`src/rtl/kv_key_read_fsm.sv`:
```
// rtl/kv_key_read_fsm.sv - key-vault read client sequencer streaming one KV entry into a crypto client register
// Optional: KV_READ_ZEROIZE_ON_ERR_EN adds a CLEAR state that wipes the client after a KV read error.
module kv_key_read_fsm #(
  parameter int DATA_WIDTH   = 384,
  parameter int ENTRY_ADDR_W = 5,
  localparam int NUM_DWORDS  = DATA_WIDTH / 32,
  localparam int OFFSET_W    = 4
) (
  input  logic                    clk,
  input  logic                    rst_b,
  input  logic                    zeroize,
  input  logic                    read_start,
  input  logic [ENTRY_ADDR_W-1:0] read_entry_sel,
  output logic [ENTRY_ADDR_W-1:0] kv_read_entry,
  output logic [OFFSET_W-1:0]     kv_read_offset,
  input  logic [31:0]             kv_rd_data,
  input  logic                    kv_rd_error,
  input  logic                    client_ready,
  output logic                    client_write_en,
  output logic [OFFSET_W-1:0]     client_write_offset,
  output logic [31:0]             client_write_data,
  output logic                    read_busy,
  output logic                    read_done,
  output logic                    read_error
);

  localparam logic [OFFSET_W-1:0] LAST = OFFSET_W'(NUM_DWORDS - 1);
  localparam logic [OFFSET_W-1:0] ONE  = OFFSET_W'(1);

  typedef enum logic [2:0] {
    S_IDLE,
    S_REQ,
    S_CAPTURE,
`ifdef KV_READ_ZEROIZE_ON_ERR_EN
    S_CLEAR,
`endif
    S_DONE
  } state_t;

  state_t                  state, state_nxt;
  logic [OFFSET_W-1:0]     cnt, cnt_nxt;
  logic [ENTRY_ADDR_W-1:0] entry, entry_nxt;
  logic                    error_nxt;

  always_ff @(posedge clk or negedge rst_b) begin
    if (!rst_b) begin
      state      <= S_IDLE;
      cnt        <= '0;
      entry      <= '0;
      read_error <= 1'b0;
    end else begin
      state      <= state_nxt;
      cnt        <= cnt_nxt;
      entry      <= entry_nxt;
      read_error <= error_nxt;
    end
  end

  always_comb begin
    state_nxt           = state;
    cnt_nxt             = cnt;
    entry_nxt           = entry;
    error_nxt           = read_error;
    kv_read_entry       = '0;
    kv_read_offset      = '0;
    client_write_en     = 1'b0;
    client_write_offset = '0;
    client_write_data   = '0;
    read_done           = 1'b0;

    case (state)
      S_IDLE: begin
        if (read_start) begin
          entry_nxt = read_entry_sel;
          error_nxt = 1'b0;
          state_nxt = S_REQ;
        end
      end
      S_REQ: begin
        kv_read_entry  = entry;
        kv_read_offset = cnt;
        state_nxt      = S_CAPTURE;
      end
      S_CAPTURE: begin
        // Address stays on the KV port so a stalled dword remains valid.
        kv_read_entry  = entry;
        kv_read_offset = cnt;
        if (kv_rd_error) begin
          error_nxt = 1'b1;
`ifdef KV_READ_ZEROIZE_ON_ERR_EN
          cnt_nxt   = '0;
          state_nxt = S_CLEAR;
`else
          state_nxt = S_DONE;
`endif
        end else if (client_ready) begin
          client_write_en     = 1'b1;
          client_write_offset = LAST - cnt;
          client_write_data   = kv_rd_data;
          if (cnt == LAST) begin
            state_nxt = S_DONE;
          end else begin
            cnt_nxt   = cnt + ONE;
            state_nxt = S_REQ;
          end
        end
      end
`ifdef KV_READ_ZEROIZE_ON_ERR_EN
      S_CLEAR: begin
        if (client_ready) begin
          client_write_en     = 1'b1;
          client_write_offset = cnt;
          if (cnt == LAST) state_nxt = S_DONE;
          else             cnt_nxt   = cnt + ONE;
        end
      end
`endif
      S_DONE: begin
        read_done = 1'b1;
        cnt_nxt   = '0;
        state_nxt = S_IDLE;
      end
      default: state_nxt = S_IDLE;
    endcase

    // Zeroize overrides everything except the sticky error flag.
    if (zeroize) begin
      state_nxt           = S_IDLE;
      cnt_nxt             = '0;
      entry_nxt           = '0;
      error_nxt           = read_error;
      client_write_en     = 1'b0;
      client_write_offset = '0;
      client_write_data   = '0;
      read_done           = 1'b0;
    end
  end

  assign read_busy = (state != S_IDLE);

endmodule

```
`config.mk`:
```
export PLATFORM = sky130hd
export DESIGN_NAME = kv_key_read_fsm
export DESIGN_NICKNAME = d
export VERILOG_FILES = /design/src/rtl/kv_key_read_fsm.sv
export SDC_FILE = /design/constraint.sdc
export NUM_CORES = 1
export LEC_CHECK = 0
export CORE_MARGIN = 2
export CORE_UTILIZATION = 31
export DETAILED_ROUTE_END_ITERATION = 10
export PLACE_DENSITY_LB_ADDON = 0.2
export SLEW_MARGIN = 40
export SYNTH_ARGS = -nofsm -noshare
export SYNTH_HDL_FRONTEND = slang
export SYNTH_SLANG_ARGS = --single-unit
```
`constraint.sdc`:
```
create_clock -name clk -period 2.19 [get_ports clk]
set_input_delay 0.657 -clock clk [delete_from_list [all_inputs] [get_ports clk]]
set_output_delay 0.657 -clock clk [all_outputs]
set_load 0.05 [all_outputs]
```
==> results.cfg <==
[placement]
gp_congestion = 0.8624
dp_slack_ns = -0.4532
dpl.cell_count = 273
dpl_cell_area_sq_um = 2725
io_buffer_count = 91
place_hpwl_um = 4030

[synth]
ys_seq_elements = 12
synthAdderAreaFrac_pct = 6.002
synth_top_family_by_area = simple AND/OR/NAND/NOR gates
synth-edff-count = 0
synth_mux_area_share_pct = 0
async_flop_share_pct = 100.0
ys.flop_type = dfrtp_1
synth_cell_types = 29
yosysTopAreaCell = dfrtp_1
ys_warn_count = 0
synth_compound_area_share_pct = 15.13
seq_area_frac_synth_pct = 28.81
synth_common_cells = 33 x and3_1, 12 x dfrtp_1, 11 x and2_1, 10 x a21oi_1, 8 x clkbuf_1
synth.avg_cell_area_sq_um = 7.896
synthTopCellsByArea = dfrtp_1 29%, and3_1 20%, and2_1 6.6%
synth.most_common_cell = and3_1
syn_inst = 132
syn-cell-area_sq_um = 1042
synth_xor_area_share_pct = 0
syn_nets = 180
synthSimpleGateAreaFrac_pct = 42.62
synth_top_area_share_pct = 28.81

[drt]
vias = 1749
dr.pass1.iters = 4
viasPerCell = 6.010
wl_per_cell_um = 27.23
routed_wl_um = 7925
drtIter0Drc = 141
drc = 0
ant_nets = 0

[pwr]
ir_drop_v = 0.0007582
p_sw_uw = 755.8
total_power_mw = 1.690
swShare_pct = 44.71
power_frac_seq_pct = 17.1
intPower_uw = 934.6
p_per_area_nw_per_um2 = 545.4
pwr-share-clk_pct = 11.9
comb_power_share_pct = 71.0
power.leakage_nw = 1.292

[worst_setup_path]
path_buf_inv = 5
critPathTopFamily = buffers and inverters
slowest_delay_ns = 0.42
end_kind = output pin
start_kind = flop
cpMostUsedCell = buf_4
crit_chain = inv_2 -> ha_4 -> buf_4 -> buf_6 -> nand3b_4 -> nor3_2 -> buf_4 -> buf_12
slowest_stage = dfrtp_1
path_max_fanout = 6
worst_ep_required_time_ns = 1.53
arrival_ns = 1.82
criticalPathCategory = flop to output pin

[floorplanning]
dieHeight_um = 61.99
fp.dieW_um = 61.99
coreArea_sq_um = 3284
io_pins = 92
row_count = 21
fp.dieArea_sq_um = 3842
initial_utilization_pct = 31.73

[timing]
max_slew.worst_pin.slew_ns = 0.6310
tns_ns = -10.30
setup_viol = 48
fin_crit_ns = 2.475
rsz0062_at_grt = yes
clock.fmax_mhz = 404.0
final-max-slew-violation-count = 0
hold_ws_ns = 0.5838
skew_ns = 0.003210
slew_headroom_pct = 57.80
finalCritPeriodShare_pct = 113.0
final.setup.worst_slack_ns = -0.2853
final_hold_viol_count = 0

[clocking]
path_clk_slew_ns = 0.09
clk-insertion-delay-late_ns = 0.30
postCtsHoldBufs = 0
cts_buffers = 3
cts_tree = built
root_buffer = clkbuf_4
clockBufferDepth = 2
clock_sinks = 12
htreeDepth = 1

[grt]
grt_pass1_vias = 1645
grt_pass1_wl_um = 8963
grt-ovfl-total = 0
grt_max_degree = 18
antenna_found_initial = 0
track_usage_pct = 32.89

[layout]
layout.nets = 294
fill_cells = 73
instances_no_fill = 291
area_growth_pct = 197.4
fin_area_sq_um = 3099
drive_gt1_share_pct = 56.33
final_util_pct = 94.36
diodes = 0

[run]
drv_cap = 0

[hold_path]
min_path_type = flop to flop

[run_status]
run_status = complete, but fails checks
violations = negative setup slack
## cell usage in the layout, fill, tap and decap left out, types with 2 or more instances in the layout
cell type	synthesis	routed
nor2b_1	3	2
buf_16	0	2
nor3_4	0	2
buf_6	1	5
a21oi_1	10	10
dfrtp_1	12	11
buf_4	0	16
and2_1	11	2
and2_4	0	9
inv_2	0	3
clkbuf_4	0	3
ha_1	5	3
buf_12	0	51
ha_4	0	2
o21ai_0	3	3
a31oi_1	3	2
nand2b_1	3	3
o211ai_1	3	3
inv_1	7	4
and3_4	0	33
nand2_1	6	6
nand3_1	7	7
clkdlybuf4s50_1	0	40
## power by group through the flow
stage,clock [mW],sequential (mW),combinational (mW)
after CTS,0.183,0.286,0.955
after global routing,0.207,0.290,1.23
after global placement,0,0.283,0.812
after floorplan,0,0.286,0.428
after detailed placement,0,0.288,0.836
final,0.202,0.289,1.20
## worst min-delay path, stage by stage (launching register included)
cell and delay, ns:
dfrtp_1 0.41, nand2_1 0.07, a21oi_1 0.06
## flip-flops by register name, indices dropped and copies added, names as in the netlist
signal,flops
entry,5
cnt,4
state,2
read_error,1
## per-layer routing
layer	GRT usage, %	up-vias	wire, um
li1	-	701	-
met1	35.82	822	2598
met2	61.01	168	4062
met3	4.969	58	610
met4	16.41	0	653
met5	0	-	0
## what timing repair did
action,in CTS,in global routing
gates resized for setup,25,23
cloned,3,1
setup buffers,3,7
pin swaps,17,16
setup endpoints to repair,47,47
## cell families (layout without fill, tap and decap cells)
logic type	count (synthesis)	count (layout)
AOI/OAI and AO/OA	25	25
buffers and inverters	18	131
adders and majority gates	5	5
and+or+nand+nor	72	72
DFF	12	12
## worst paths after layout
check                           startpoint                endpoint  slack (ns)  cells past startpoint
worst min-delay path              entry[4]                entry[4]        0.58                      2
worst min register to register    entry[4]                entry[4]        0.58                      2
worst max-delay path              state[0]  client_write_offset[1]       -0.29                      8
min in group asynchronous            rst_b              read_error        0.74                      1
worst max register to register    state[0]                  cnt[3]       -0.05                      9
max in group asynchronous            rst_b                state[1]        1.01                      1
## layout make-up
type | instances | area (sq um) | area share [%]
multi-input cells | 102 | 922.1 | 29.75
well taps | 46 | 57.56 | 1.857
inverters | 7 | 26.28 | 0.8478
repair buffers | 120 | 1755 | 56.64
clock buffers | 4 | 36.28 | 1.171
flip-flops and latches | 12 | 301.5 | 9.730
No activity file was read; power rests on OpenSTA's default activity.
